===== config.mk =====
export PLATFORM = sky130hd
export DESIGN_NAME = fifo_write_arbiter_flat
export DESIGN_NICKNAME = d
export VERILOG_FILES = /design/src/rtl/fifo_write_arbiter_if.sv /design/src/rtl/fifo_write_arbiter.sv /design/src/flat_wrapper.sv
export SDC_FILE = /design/constraint.sdc
export NUM_CORES = 1
export LEC_CHECK = 0
export ABC_AREA = 1
export BUFFER_PORTS_ARGS = -buffer_cell sky130_fd_sc_hd__buf_2
export CAP_MARGIN = 20
export CORE_MARGIN = 3
export CORE_UTILIZATION = 47
export DETAILED_ROUTE_END_ITERATION = 10
export GPL_ROUTABILITY_DRIVEN = 0
export PLACE_DENSITY = 0.82
export SLEW_MARGIN = 40
export SYNTH_ARGS = -nofsm -noshare
export SYNTH_HDL_FRONTEND = slang
export SYNTH_SLANG_ARGS = --single-unit

===== constraint.sdc =====
create_clock -name clk -period 4.65 [get_ports clk]
set_clock_uncertainty 0.1 [all_clocks]
set_input_delay 0.93 -clock clk [delete_from_list [all_inputs] [get_ports clk]]
set_output_delay 0.93 -clock clk [all_outputs]
set_load 0.02 [all_outputs]

===== src/rtl/fifo_write_arbiter_if.sv =====
// Requester/FIFO-side bundle for fifo_write_arbiter.
// The master modport is the arbiter; the slave modport is the surrounding logic.
interface fifo_write_arbiter_if #(
  parameter int NUM_REQ = 4,
  parameter int WIDTH   = 32,
  parameter int DEPTH   = 128
);
  localparam int SRC_W = $clog2(NUM_REQ);
  localparam int CNT_W = $clog2(DEPTH + 1);

  logic [NUM_REQ-1:0]       IN_valid;
  logic [NUM_REQ*WIDTH-1:0] IN_data;
  logic [NUM_REQ-1:0]       OUT_ready;
  logic                     IN_pop;
  logic                     OUT_valid;
  logic [WIDTH-1:0]         OUT_data;
  logic [SRC_W-1:0]         OUT_src;
  logic [CNT_W-1:0]         OUT_count;
  logic                     OUT_full;
  logic                     OUT_underflow;

  modport master (
    input  IN_valid, IN_data, IN_pop,
    output OUT_ready, OUT_valid, OUT_data, OUT_src, OUT_count, OUT_full, OUT_underflow
  );

  modport slave (
    output IN_valid, IN_data, IN_pop,
    input  OUT_ready, OUT_valid, OUT_data, OUT_src, OUT_count, OUT_full, OUT_underflow
  );
endinterface


===== src/rtl/fifo_write_arbiter.sv =====
// Round-robin arbiter for a FIFO write port with no back-pressure; tracks
// FIFO occupancy with a credit counter so a write is never issued when full.
module fifo_write_arbiter #(
  parameter int NUM_REQ = 4,
  parameter int WIDTH   = 32,
  parameter int DEPTH   = 128
) (
  input  logic                  clk,
  input  logic                  rst,
  fifo_write_arbiter_if.master  bus
);
  localparam int SRC_W = $clog2(NUM_REQ);
  localparam int CNT_W = $clog2(DEPTH + 1);
  localparam int SUM_W = SRC_W + 1;

  localparam logic [CNT_W-1:0] DEPTH_C = CNT_W'(DEPTH);
  localparam logic [SUM_W-1:0] NUM_C   = SUM_W'(NUM_REQ);
  localparam logic [SRC_W-1:0] LAST_C  = SRC_W'(NUM_REQ - 1);

  logic [SRC_W-1:0] rr_ptr_q, rr_ptr_d;
  logic             valid_q,  valid_d;
  logic [WIDTH-1:0] data_q,   data_d;
  logic [SRC_W-1:0] src_q,    src_d;
  logic [CNT_W-1:0] count_q,  count_d;
  logic             full_q,   full_d;
  logic             under_q,  under_d;

  logic             grant_found;
  logic [SRC_W-1:0] grant_idx;
  logic [SUM_W-1:0] scan_sum;
  logic [SRC_W-1:0] scan_idx;
  logic             accept;
  logic             pop_eff;
  logic [NUM_REQ-1:0] ready;

  // Scan requesters starting at the round-robin pointer, wrapping modulo NUM_REQ.
  always_comb begin
    grant_found = 1'b0;
    grant_idx   = '0;
    scan_sum    = '0;
    scan_idx    = '0;
    for (int k = 0; k < NUM_REQ; k++) begin
      scan_sum = {1'b0, rr_ptr_q} + SUM_W'(k);
      if (scan_sum >= NUM_C) begin
        scan_sum = scan_sum - NUM_C;
      end
      scan_idx = scan_sum[SRC_W-1:0];
      if (!grant_found && bus.IN_valid[scan_idx]) begin
        grant_found = 1'b1;
        grant_idx   = scan_idx;
      end
    end
  end

  // Gating on the registered full flag keeps IN_pop out of the grant path.
  assign accept  = grant_found && !full_q;
  assign pop_eff = bus.IN_pop && (count_q != '0);

  always_comb begin
    ready = '0;
    if (accept) begin
      ready[grant_idx] = 1'b1;
    end
  end

  always_comb begin
    rr_ptr_d = rr_ptr_q;
    valid_d  = accept;
    data_d   = data_q;
    src_d    = src_q;
    count_d  = count_q;
    under_d  = under_q;

    if (accept) begin
      data_d   = bus.IN_data[grant_idx*WIDTH +: WIDTH];
      src_d    = grant_idx;
      rr_ptr_d = (grant_idx == LAST_C) ? '0 : grant_idx + SRC_W'(1);
    end

    case ({accept, pop_eff})
      2'b10:   count_d = count_q + CNT_W'(1);
      2'b01:   count_d = count_q - CNT_W'(1);
      default: count_d = count_q;
    endcase

    if (bus.IN_pop && (count_q == '0)) begin
      under_d = 1'b1;
    end

    full_d = (count_d == DEPTH_C);
  end

  always_ff @(posedge clk) begin
    if (rst) begin
      rr_ptr_q <= '0;
      valid_q  <= 1'b0;
      data_q   <= '0;
      src_q    <= '0;
      count_q  <= '0;
      full_q   <= 1'b0;
      under_q  <= 1'b0;
    end else begin
      rr_ptr_q <= rr_ptr_d;
      valid_q  <= valid_d;
      data_q   <= data_d;
      src_q    <= src_d;
      count_q  <= count_d;
      full_q   <= full_d;
      under_q  <= under_d;
    end
  end

  assign bus.OUT_ready     = ready;
  assign bus.OUT_valid     = valid_q;
  assign bus.OUT_data      = data_q;
  assign bus.OUT_src       = src_q;
  assign bus.OUT_count     = count_q;
  assign bus.OUT_full      = full_q;
  assign bus.OUT_underflow = under_q;
endmodule


===== src/flat_wrapper.sv =====
// flat-port wrapper written by rule: the top's interface ports become plain ports
module fifo_write_arbiter_flat 
#(
  parameter int NUM_REQ = 4,
  parameter int WIDTH   = 32,
  parameter int DEPTH   = 128
)
  (clk, rst, bus_IN_valid, bus_IN_data, bus_IN_pop, bus_OUT_ready, bus_OUT_valid, bus_OUT_data, bus_OUT_src, bus_OUT_count, bus_OUT_full, bus_OUT_underflow);
  fifo_write_arbiter_if #(.NUM_REQ(NUM_REQ), .WIDTH(WIDTH), .DEPTH(DEPTH)) bus_i ();
  input  logic clk;
  input  logic rst;
  input wire logic [$bits(bus_i.IN_valid)-1:0] bus_IN_valid;
  input wire logic [$bits(bus_i.IN_data)-1:0] bus_IN_data;
  input wire logic [$bits(bus_i.IN_pop)-1:0] bus_IN_pop;
  output wire logic [$bits(bus_i.OUT_ready)-1:0] bus_OUT_ready;
  output wire logic [$bits(bus_i.OUT_valid)-1:0] bus_OUT_valid;
  output wire logic [$bits(bus_i.OUT_data)-1:0] bus_OUT_data;
  output wire logic [$bits(bus_i.OUT_src)-1:0] bus_OUT_src;
  output wire logic [$bits(bus_i.OUT_count)-1:0] bus_OUT_count;
  output wire logic [$bits(bus_i.OUT_full)-1:0] bus_OUT_full;
  output wire logic [$bits(bus_i.OUT_underflow)-1:0] bus_OUT_underflow;
  assign bus_i.IN_valid = bus_IN_valid;
  assign bus_i.IN_data = bus_IN_data;
  assign bus_i.IN_pop = bus_IN_pop;
  assign bus_OUT_ready = bus_i.OUT_ready;
  assign bus_OUT_valid = bus_i.OUT_valid;
  assign bus_OUT_data = bus_i.OUT_data;
  assign bus_OUT_src = bus_i.OUT_src;
  assign bus_OUT_count = bus_i.OUT_count;
  assign bus_OUT_full = bus_i.OUT_full;
  assign bus_OUT_underflow = bus_i.OUT_underflow;
  fifo_write_arbiter #(.NUM_REQ(NUM_REQ), .WIDTH(WIDTH), .DEPTH(DEPTH)) u_core (.clk(clk), .rst(rst), .bus(bus_i));
endmodule

==> impl_metrics.yaml <==
floorplan:
  core_um2: 7410
  fp.dieW_um: 94.4
  top_level_ports: 184
  die_area_um2: 8910
  rows: 31
  die_y_um: 94.4
  start_util: 0.496
critical_path:
  crit_type: "register to primary output"
  endpoint_kind: "primary output"
  cp.arrival_ps: 3140
  crit_required_ps: 3620
  worstPathMaxFanout: 34
  cp-start-kind: "register"
yosys:
  avgSynthCellArea_um2: 5.81
  synth_ff_type: "dfxtp_1"
  yosys_warnings: 0
  syn_nets: 779
  synth_mux_area_frac: 0.00272
  synth-simple-area-share: 0.490
  synth_cells: 632
  synth_fa_ha_area_frac: 0.0429
  synthXorXnorAreaFrac: 0.00715
  yosysSeqAreaShare: 0.256
  ys_types: 34
  synth-compound-area-share: 0.0576
  synth_area_um2: 3670
  synth-seq-cells: 47
  synth_top_family_by_area: "simple AND/OR/NAND/NOR gates"
  async_flop_share: 0
  synth_edf_count: 0
place:
  hpwl_um: 8590
  io_buffers: 183
  pre_cts_slack_ps: 522
clocking:
  cts-root-buf: "clkbuf_8"
  cts_tree: "built"
  post-cts-setup-buffers: 0
  cts_hold_buffers: 0
  clockBufferDepth: 2
  path_clk_slew_ps: 90
  ctsHtreeMaxLevel: 2
  cts_resized: 0
  insertion_delay_ps: 310
  clock-sinks: 47
  numCtsBuffers: 5
global_route:
  overflow: 0
  grt_max_degree: 66
  grt_pass1_wl_um: 17100
  grt_usage: 0.238
  antenna_found_initial: 0
  grt_pass1_vias: 3984
sta:
  setup_viol: 0
  tns_ps: 0
  max_freq_mhz: 240
  tightest_slew_ps: 747
  slew_viol_final: 0
  fin_ws_ps: 484
  maxSlewHeadroom: 0.500
  rsz0062_at_grt: "no"
  fin_crit_ps: 4170
  final_hold_viol_count: 0
  post-route-period-util: 0.896
routing:
  drtIter0Drc: 164
  drc: 0
  vias: 4436
  ant_nets: 0
  wl_per_cell_um: 12.3
  first_pass_iters: 4
  viasPerCell: 4.96
  wl_um: 11000
pwr:
  vdd_drop_max_mv: 0.736
  power_density_nw_per_um2: 757
  power.leakage_nw: 2.86
  finalPower_mw: 3.56
run:
  drv_cap: 0
final_layout:
  areaGrowthSynthToFinish_pct: 27.9
  layout-drive-gt1-share: 0.263
  fin_nets: 942
  fillers: 717
  final_core_util: 0.634
  antenna_cells: 0
worst_hold_path:
  hp-class: "register to register"
status:
  outcome: "finished clean"
==> cell type report <==
class | instances | area, µm² | area share
multi-input combinational | 463 | 2210 | 0.470
timing repair buffer | 187 | 946 | 0.201
sequential | 47 | 941 | 0.200
inverter | 91 | 342 | 0.0727
tap | 99 | 124 | 0.0264
clock buffer | 5 | 68.8 | 0.0146
clock inverter | 3 | 67.6 | 0.0144
==> critical path, cell delays in order (launching register included) <==
cell,delay (ps)
dfxtp_1,600
inv_2,160
nand2_1,90
nand2_1,100
nand2_1,100
nand2_1,90
nor2_4,130
nand3_2,110
nand2_4,310
nand2_4,170
inv_2,370
ha_1,220
inv_1,60
nor2_1,120
buf_2,180
==> layer usage <==
metal / part of all wire / track usage / wire (µm) / vias to the layer above
met4: 0.024 / 0.0890 / 260 / 0
met3: 0.079 / 0.0558 / 872 / 25
met5: 0 / 0 / 0 / -
met2: 0.48 / 0.414 / 5310 / 166
li1: - / - / - / 2277
met1: 0.41 / 0.285 / 4560 / 1968
==> cell usage after synthesis (6+ instances only) <==
master | n | area (µm²)
a21oi_1 | 12 | 60.1
inv_1 | 86 | 323
o211ai_1 | 12 | 90.1
nand2_1 | 221 | 830
dfxtp_1 | 47 | 941
nand3_1 | 79 | 395
clkbuf_1 | 7 | 26.3
ha_1 | 11 | 138
o21ai_0 | 10 | 50.1
nor2_1 | 65 | 244
or2_0 | 11 | 68.8
nor3b_1 | 10 | 75.1
nand3b_1 | 12 | 90.1
buf_4 | 6 | 45.0
buf_2 | 11 | 55.1
==> layout by cell type, fill, tap and decap left out, types with 4 or more instances in the layout <==
| cell type | n |
|---|---|
| nor2_1 | 65 |
| inv_2 | 4 |
| nand2_2 | 4 |
| o21ai_0 | 10 |
| ha_1 | 11 |
| buf_4 | 4 |
| nand3_1 | 79 |
| a21oi_1 | 11 |
| nor3b_1 | 10 |
| buf_2 | 183 |
| nand3b_1 | 12 |
| inv_1 | 86 |
| dfxtp_1 | 47 |
| nand2_1 | 221 |
| clkbuf_8 | 5 |
| or2_0 | 11 |
| o211ai_1 | 12 |
==> sequential cells by signal (all words and copies together), names as in the netlist <==
signal and count:
u_core.bus.OUT_count 8, u_core.bus.OUT_full 1, u_core.bus.OUT_valid 1, u_core.bus.OUT_data 32, u_core.bus.OUT_underflow 1, u_core.rr_ptr_q 2, u_core.bus.OUT_src 2
==> per-stage QoR <==
step	hold slack (ps)	std cells	instance area, µm²
final	396	895	4700
after global routing	460	895	4700
after CTS	406	895	4700
after detailed placement	383	887	4560
after global placement	346	887	4560
after floorplan	470	632	3670
==> power by group <==
part           switching [mW]  total [mW]  internal, mW
Clock                   0.151       0.365         0.215
Sequential              0.102       0.674         0.572
Combinational            1.70        2.52         0.819
==> cell families after synthesis <==
| group | after synthesis |
|---|---|
| simple gates | 411 |
| buf+inv | 122 |
| flops | 47 |
| compound gates | 36 |
| fa+ha+maj | 12 |
| xor+xnor | 3 |
| mux | 1 |
==> worst paths after layout <==
path         slack (ps)                startpoint  cells past startpoint                        to
max                 480        u_core.rr_ptr_q[0]                     14          bus_OUT_ready[3]
min                 400  u_core.bus.OUT_underflow                      2  u_core.bus.OUT_underflow
max reg2reg        1130        u_core.rr_ptr_q[0]                     22       u_core.bus.OUT_full
min reg2reg         400  u_core.bus.OUT_underflow                      2  u_core.bus.OUT_underflow
(Power assumes the default switching activity.)
